## config.mk

```make
export PLATFORM = sky130hd
export DESIGN_NAME = shift_reg_multi_flat
export DESIGN_NICKNAME = d
export VERILOG_FILES = /design/src/rtl/shift_reg_multi_if.sv /design/src/rtl/shift_reg_multi.sv /design/src/flat_wrapper.sv
export SDC_FILE = /design/constraint.sdc
export NUM_CORES = 1
export LEC_CHECK = 0
export BUFFER_PORTS_ARGS = -buffer_cell sky130_fd_sc_hd__clkbuf_2
export CORE_AREA = 2 2 70 99
export DETAILED_ROUTE_END_ITERATION = 12
export DIE_AREA = 0 0 72 101
export GPL_TIMING_DRIVEN = 1
export MAX_ROUTING_LAYER = met4
export PLACE_DENSITY = 0.71
export SLEW_MARGIN = 30
export SYNTH_ARGS = -nofsm -noshare
export SYNTH_HDL_FRONTEND = slang
export SYNTH_SLANG_ARGS = --single-unit
```

## constraint.sdc

```tcl
create_clock -name clk -period 3.1 [get_ports clk]
set_input_delay 0.93 -clock clk [delete_from_list [all_inputs] [get_ports clk]]
set_output_delay 0.93 -clock clk [all_outputs]
set_load 0.02 [all_outputs]
```

## src/rtl/shift_reg_multi_if.sv

```systemverilog
// Command/status bundle between the control unit (master) and shift_reg_multi (slave).
// Parameter DATA_WIDTH sets the data width; amt width is derived from it.
interface shift_reg_multi_if #(
  parameter int DATA_WIDTH = 16
);
  localparam int AMT_W = $clog2(DATA_WIDTH) + 1;

  logic                  cl;
  logic                  ld;
  logic [DATA_WIDTH-1:0] in;
  logic                  inc;
  logic                  dec;
  logic                  start;
  logic                  dir;
  logic [1:0]            mode;
  logic [AMT_W-1:0]      amt;
  logic                  ir;
  logic                  il;
  logic [DATA_WIDTH-1:0] out;
  logic                  busy;
  logic                  done;
  logic                  co;
  logic                  zero;

  modport master (
    output cl, ld, in, inc, dec, start, dir, mode, amt, ir, il,
    input  out, busy, done, co, zero
  );

  modport slave (
    input  cl, ld, in, inc, dec, start, dir, mode, amt, ir, il,
    output out, busy, done, co, zero
  );
endinterface

```

## src/rtl/shift_reg_multi.sv

```systemverilog
// Datapath register: load/clear/inc/dec plus multi-bit shifts stepped one bit per clock.
// Define SHIFT_REG_SAT_EN to make inc/dec saturate instead of wrapping.
//
// state | meaning
// IDLE  | accepts cl/ld/start/inc/dec, one command per cycle
// SHIFT | stepping a latched shift, cnt_q steps remaining
module shift_reg_multi #(
  parameter int                    DATA_WIDTH  = 16,
  parameter logic [DATA_WIDTH-1:0] RESET_VALUE = '0
) (
  input logic              clk,
  input logic              rst_n,
  shift_reg_multi_if.slave bus
);
  localparam int AMT_W = $clog2(DATA_WIDTH) + 1;

  typedef enum logic {IDLE = 1'b0, SHIFT = 1'b1} state_t;

  state_t                state;
  logic [DATA_WIDTH-1:0] out_q;
  logic                  busy_q;
  logic                  done_q;
  logic                  co_q;
  logic                  dir_q;
  logic [1:0]            mode_q;
  logic [AMT_W-1:0]      cnt_q;

  logic [AMT_W-1:0]      amt_clamped;
  logic                  fill;
  logic [DATA_WIDTH-1:0] step_val;
  logic                  step_co;
  logic [DATA_WIDTH-1:0] inc_val;
  logic                  inc_co;
  logic [DATA_WIDTH-1:0] dec_val;
  logic                  dec_co;

  assign amt_clamped = (bus.amt > AMT_W'(DATA_WIDTH)) ? AMT_W'(DATA_WIDTH) : bus.amt;

  // One-bit step using the direction/mode latched at start; ir/il are live.
  always_comb begin
    fill     = 1'b0;
    step_val = out_q;
    step_co  = 1'b0;
    if (dir_q) begin
      case (mode_q)
        2'b01:   fill = out_q[DATA_WIDTH-1];
        2'b11:   fill = bus.il;
        default: fill = 1'b0;
      endcase
      step_val = {out_q[DATA_WIDTH-2:0], fill};
      step_co  = out_q[DATA_WIDTH-1];
    end else begin
      case (mode_q)
        2'b01:   fill = out_q[0];
        2'b10:   fill = out_q[DATA_WIDTH-1];
        2'b11:   fill = bus.ir;
        default: fill = 1'b0;
      endcase
      step_val = {fill, out_q[DATA_WIDTH-1:1]};
      step_co  = out_q[0];
    end
  end

  always_comb begin
    inc_val = out_q + DATA_WIDTH'(1);
    inc_co  = (out_q == '1);
    dec_val = out_q - DATA_WIDTH'(1);
    dec_co  = (out_q == '0);
`ifdef SHIFT_REG_SAT_EN
    if (inc_co) inc_val = out_q;
    if (dec_co) dec_val = out_q;
`endif
  end

  always_ff @(posedge clk or negedge rst_n) begin
    if (!rst_n) begin
      state  <= IDLE;
      out_q  <= RESET_VALUE;
      busy_q <= 1'b0;
      done_q <= 1'b0;
      co_q   <= 1'b0;
      dir_q  <= 1'b0;
      mode_q <= 2'b00;
      cnt_q  <= '0;
    end else begin
      done_q <= 1'b0;
      case (state)
        IDLE: begin
          if (bus.cl) begin
            out_q <= '0;
            co_q  <= 1'b0;
          end else if (bus.ld) begin
            out_q <= bus.in;
            co_q  <= 1'b0;
          end else if (bus.start) begin
            if (amt_clamped == '0) begin
              done_q <= 1'b1;
            end else begin
              dir_q  <= bus.dir;
              mode_q <= bus.mode;
              cnt_q  <= amt_clamped;
              busy_q <= 1'b1;
              state  <= SHIFT;
            end
          end else if (bus.inc) begin
            out_q <= inc_val;
            co_q  <= inc_co;
          end else if (bus.dec) begin
            out_q <= dec_val;
            co_q  <= dec_co;
          end
        end
        SHIFT: begin
          // Abort: no done pulse, other commands are dropped rather than queued.
          if (bus.cl) begin
            out_q  <= '0;
            co_q   <= 1'b0;
            busy_q <= 1'b0;
            cnt_q  <= '0;
            state  <= IDLE;
          end else begin
            out_q <= step_val;
            co_q  <= step_co;
            cnt_q <= cnt_q - AMT_W'(1);
            if (cnt_q == AMT_W'(1)) begin
              busy_q <= 1'b0;
              done_q <= 1'b1;
              state  <= IDLE;
            end
          end
        end
        default: state <= IDLE;
      endcase
    end
  end

  assign bus.out  = out_q;
  assign bus.busy = busy_q;
  assign bus.done = done_q;
  assign bus.co   = co_q;
  assign bus.zero = (out_q == '0);
endmodule

```

## src/flat_wrapper.sv

```systemverilog
// flat-port wrapper written by rule: the top's interface ports become plain ports
module shift_reg_multi_flat 
#(
  parameter int                    DATA_WIDTH  = 16,
  parameter logic [DATA_WIDTH-1:0] RESET_VALUE = '0
)
  (clk, rst_n, bus_cl, bus_ld, bus_in, bus_inc, bus_dec, bus_start, bus_dir, bus_mode, bus_amt, bus_ir, bus_il, bus_out, bus_busy, bus_done, bus_co, bus_zero);
  shift_reg_multi_if #(.DATA_WIDTH(DATA_WIDTH)) bus_i ();
  input logic clk;
  input logic rst_n;
  input wire logic [$bits(bus_i.cl)-1:0] bus_cl;
  input wire logic [$bits(bus_i.ld)-1:0] bus_ld;
  input wire logic [$bits(bus_i.in)-1:0] bus_in;
  input wire logic [$bits(bus_i.inc)-1:0] bus_inc;
  input wire logic [$bits(bus_i.dec)-1:0] bus_dec;
  input wire logic [$bits(bus_i.start)-1:0] bus_start;
  input wire logic [$bits(bus_i.dir)-1:0] bus_dir;
  input wire logic [$bits(bus_i.mode)-1:0] bus_mode;
  input wire logic [$bits(bus_i.amt)-1:0] bus_amt;
  input wire logic [$bits(bus_i.ir)-1:0] bus_ir;
  input wire logic [$bits(bus_i.il)-1:0] bus_il;
  output wire logic [$bits(bus_i.out)-1:0] bus_out;
  output wire logic [$bits(bus_i.busy)-1:0] bus_busy;
  output wire logic [$bits(bus_i.done)-1:0] bus_done;
  output wire logic [$bits(bus_i.co)-1:0] bus_co;
  output wire logic [$bits(bus_i.zero)-1:0] bus_zero;
  assign bus_i.cl = bus_cl;
  assign bus_i.ld = bus_ld;
  assign bus_i.in = bus_in;
  assign bus_i.inc = bus_inc;
  assign bus_i.dec = bus_dec;
  assign bus_i.start = bus_start;
  assign bus_i.dir = bus_dir;
  assign bus_i.mode = bus_mode;
  assign bus_i.amt = bus_amt;
  assign bus_i.ir = bus_ir;
  assign bus_i.il = bus_il;
  assign bus_out = bus_i.out;
  assign bus_busy = bus_i.busy;
  assign bus_done = bus_i.done;
  assign bus_co = bus_i.co;
  assign bus_zero = bus_i.zero;
  shift_reg_multi #(.DATA_WIDTH(DATA_WIDTH), .RESET_VALUE(RESET_VALUE)) u_core (.clk(clk), .rst_n(rst_n), .bus(bus_i));
endmodule
```

== Yosys cells after proc, flatten, opt, wreduce, memory -nomap -nowiden ==
Index checks and enable logic that the tools add are counted.
Operators by class
  multiply operators: 0
  shift operators: 0
  multiplexer cells: 46
  bitwise gates (word level): 4
  magnitude comparators: 1
  reductions and logical operators: 7
  div/mod/pow operators: 0
  add/sub/neg operators: 3
  eq/ne operators: 13
Operator list (count)
  $mux 16: 7
  $pmux 16 s2: 1
  $mux 5: 6
  $mux 1: 25
  $add 16x1->16 const B: 1
  $eq 16x16->1 const B: 1
  $logic_not 16->1: 1
  $sub 16x1->16 const B: 1
  $pmux 1 s2: 5
  $pmux 5 s2: 1
  $reduce_and 5->1: 2
  $ne 2x2->1 const B: 4
  $ne 4x4->1 const B: 2
  $eq 5x1->1 const B: 1
  $gt 5x5->1 const B: 1
  $logic_not 5->1: 1
  $ne 5x5->1 const B: 1
  $sub 5x1->5 const B: 1
  $eq 2x2->1 const B: 2
  $not 1->1: 4
  $reduce_and 4->1: 1
  $ne 3x3->1 const B: 1
  $pmux 1 s3: 1
  $reduce_and 3->1: 1
  2 further kinds: 2
Word-level totals
  bits in registers: 28
  memories kept: 0
  bits in writable memories: 0
  input port bits: 33
  memory bits (read-only): 0
  output and inout bits: 20
  latch bits: 0

== Depth between registers and ports, before layout ==
  depth after elaboration: 8
  mapped depth: 10
  depth with buffers taken out: 9

== Least setup slack after synthesis ==
Ideal clock, no wire load.
  path type: in2reg
  from: input port bus_inc
  to: register u_core.out_q[12] (netlist: u_core.bus.out[12])
  arrival: 2.861 ns
  required time: 2.978 ns
  stages: 9
  path slack: 0.117 ns
  path through: inv_1 ha_1 nor2b_1 o2111ai_1 a21oi_1 nor2_1 o21ai_1 or4_1 a32o_1
On the way
  longest elaborated chain between the ends: 5
  elaborated cells between the ends (all ways): 7
  classes of those cells: eq/ne (1); mux (5); reduce/logical (1)
RTL lines
  start: declaration: RTL line flat_wrapper.sv:14  | input wire logic [$bits(bus_i.inc)-1:0] bus_inc;
  $mux 16: RTL line shift_reg_multi.sv:105  | end else if (bus.inc) begin
  $mux 16: RTL line shift_reg_multi.sv:95  | end else if (bus.start) begin
  $mux 16: RTL line shift_reg_multi.sv:92  | end else if (bus.ld) begin
  $mux 16: RTL line shift_reg_multi.sv:89  | if (bus.cl) begin
  $pmux 16 s2: RTL line shift_reg_multi.sv:87  | case (state)
  end signal: assignment: RTL line shift_reg_multi.sv:93  | out_q <= bus.in;
  end signal: assignment: RTL line shift_reg_multi.sv:106  | out_q <= inc_val;
  end signal: assignment: RTL line shift_reg_multi.sv:109  | out_q <= dec_val;
  end: declaration: RTL line shift_reg_multi.sv:20  | logic [DATA_WIDTH-1:0] out_q;
Several ways; a longest one is shown, not always the timed one. The select of a mux whose other input is x is not followed.
A chain may end at the register's enable or synchronous reset.

== Worst setup path after layout ==
  from: input port bus_inc
  to: register u_core.out_q[15] (netlist: u_core.bus.out[15])
The elaborated chain is that of the path after synthesis.

==> metrics.txt <==
Async S/R FF share, synth=100%; share of the synthesized area in the top cell type=28.1%; headroom to the max-slew limit=49.7%; maximum fanout along the worst path=6; Pre-Repair DR Iteration Count=4; cts bufs inserted=3; CTS-repair resized insts=0; endpoint required time on the critical path=3.32 ns; Synth Net Count=358; peak supply drop=0.186 mV; port buffer count=52; total vias in the final route=2535; worst setup path startpoint=bus_inc; Hold Path Origin=u_core.bus.busy; setup repair after global routing missed its margin=false; synthesized area divided by synthesized cell count=8.11 um2; reg2reg start=u_core.bus.out[1]; number of I/O pins=53; portion of the post-synthesis area used by sequential elements=28.1%; CP Launch Type=input pin; number of enable-type register cells in the synthesized netlist=0; leading cell type in the layout, fill and taps excluded=sky130_fd_sc_hd__clkbuf_2; antenna cell count=0; Maximum Capacitance Violations=0; design internal power=0.892 mW; delay-heaviest family, CP=simple AND/OR/NAND/NOR gates; number of buffers between clock root and the deepest sink=2; antenna violations before repair=0; arrival time reported for the critical path endpoint=3.03 ns; final WL=7330 um; via count of the first global-routing pass=2553; count of buffering cells on the critical path with inverters included=3; buffer type at the clock tree root=sky130_fd_sc_hd__clkbuf_8; post-layout total power=1.59 mW; power per cell area=539 nW/um2; number of standard-cell rows in the floorplan=35; commonest cells after routing, fill and taps aside=sky130_fd_sc_hd__clkbuf_2, sky130_fd_sc_hd__nand2_1, sky130_fd_sc_hd__nor2_1; core area=6440 um2; largest net degree at the start of global routing=29; Setup Buffers After CTS=0; Final Setup Violations=0; residual overflow from global routing=0; final RePlAce weighted congestion=0.884; Die Y-Extent=101 um; CTS Sinks=28; Clk pin slew, worst setup/hold paths=0.10 ns; clock period minus final worst setup slack=2.81 ns; number of warnings reported in the yosys synthesis log=0; wire length of the first global-routing pass=12300 um; number of DRC violations after detailed routing=0; utilization after layout=45.9%; count of hold-fix buffers inserted at cts=0; switching part of the total power=44.0%; Routed WL per cell=16.7 um; GRT Resource Usage Total=21.8%; CTS H-tree lvls=1; Worst-Skew Late Latency=0.28 ns; TritonCTS clock tree=built; cell chain of the critical path=clkbuf_2 > inv_1 > buf_4 > ha_1 > a21o_1 > a31o_1 > or2_1 > o21ai_1 > a21oi_1 > or3_1 > nand3_1; Final Net Count=416; upper clock frequency limit=0.356 GHz; number of standard cells after synthesis=308; leakage power=1.42 nW; Switching Power=0.700 mW; smallest setup slack after layout=0.294 ns; most common flop cell mapped by yosys=sky130_fd_sc_hd__dfrtp_1; hold crit path type=flop to flop; antenna viol nets, final=0; summed instance area of the synthesized netlist=2500 um2; power share of the combinational group=51.2%; biggest area contributors in the synthesized netlist=sky130_fd_sc_hd__dfrtp_1, sky130_fd_sc_hd__ha_1, sky130_fd_sc_hd__mux2i_1; number of synthesized register bits=28; share of cells above drive strength 1=21.7%; Final Max Tran Viols=0; placement-stage worst setup slack=0.00462 ns; final-layout setup total negative slack=0 ns; Synth area leader=sky130_fd_sc_hd__dfrtp_1; fillers=666; routed vias/inst=5.79; initial core utilization=38.8%; count of routing violations after the opening detailed-route iteration=153; part of the power in the clock network=13.2%; crit end category=flop; result of the run=finished clean; fraction of power consumed by sequential logic=35.6%; area added between synthesis and finish=18.2%; Largest stage delay, worst path=0.38 ns; x dimension of the die=72 um; full die area=7270 um2; setup clock skew after layout=0.00477 ns; start-to-end type of the worst setup path=input pin to flop; final worst hold slack=0.489 ns; final hold violation count=0; master of the slowest instance on the critical path=sky130_fd_sc_hd__or3_1; Tcrit/Tclk final=90.5%; slew at the pin closest to its max-slew limit=0.755 ns; count of different cell masters after synthesis=54; post-detail-place hpwl=5680 um
-- cell usage after synthesis, drive strengths merged (2+ instances only) --
cell	n
a211oi	5
a21o	9
a21oi	24
a221oi	2
a31oi	5
a32o	7
and2	3
and3	2
buf	6
clkbuf	11
dfrtp	28
ha	16
inv	10
mux2	4
mux2i	17
nand2	33
nand2b	3
nand3	4
nand4	7
nor2	29
nor2b	5
nor3	7
nor3b	3
nor4	5
o211ai	4
o21ai	21
o21bai	3
o22ai	2
o311ai	2
o31ai	2
or2	2
or3	3
xnor2	5
xor2	4
-- power groups by stage --
stage / Clock, mW / Sequential, mW / Combinational (mW)
2_1_floorplan: 0 / 0.581 / 0.541
3_3_place_gp: 0 / 0.572 / 0.802
3_5_place_dp: 0 / 0.574 / 0.815
4_1_cts: 0.214 / 0.567 / 0.818
5_1_grt: 0.227 / 0.582 / 0.911
6_report: 0.210 / 0.567 / 0.815
-- worst paths after layout --
kind	cells after the start	endpoint	slack, ns
max	11	u_core.bus.out[15]	0.29
min	2	u_core.bus.busy	0.49
max reg2reg	9	u_core.bus.out[14]	0.59
min reg2reg	2	u_core.bus.busy	0.49
max in group asynchronous	1	u_core.bus.done	1.93
min in group asynchronous	1	u_core.bus.out[8]	0.70
-- per-layer routing --
layer  global-route usage [%]  wire [um]
met5                        -          0
met4                     6.68        116
met3                    0.900        267
met2                     38.1       3800
met1                     26.9       3150
-- state kept, by name, summed over array words and instances (netlist names) --
register and count:
u_core.bus.busy 1, u_core.bus.co 1, u_core.bus.done 1, u_core.bus.out 16
u_core.cnt_q 5, u_core.dir_q 1, u_core.mode_q 2, u_core.state 1
-- worst min-delay path: stages, from the launching register on --
cell and delay [ns]:
sky130_fd_sc_hd__dfrtp_1 0.36, sky130_fd_sc_hd__nand2_1 0.05, sky130_fd_sc_hd__nand2_1 0.05
-- layout make-up --
class | count | area (um2) | share of cell area, %
repair buffers | 70 | 395 | 13.4
flip-flops and latches | 28 | 701 | 23.7
well taps | 74 | 92.6 | 3.14
multi-input cells | 253 | 1690 | 57.1
inverters | 10 | 37.5 | 1.27
clock buffers | 3 | 41.3 | 1.40
-- kinds of logic (layout without fill, tap and decap cells) --
family	Yosys count	count (layout)	synth area share, %
buf+inv	27	83	4.46
fa+ha+maj	17	17	8.82
compound gates	96	96	25.3
simple gates	110	110	21.6
xor+xnor	9	9	3.16
flops	28	28	28.1
mux	21	21	8.62
-- stage by stage --
step	cell area, um2	cells
detailed placement	2910	435
floorplan	2500	308
CTS	2950	438
global route	2950	438
global placement	2910	435
finish	2950	438
Power figures use the tool's default switching activity.
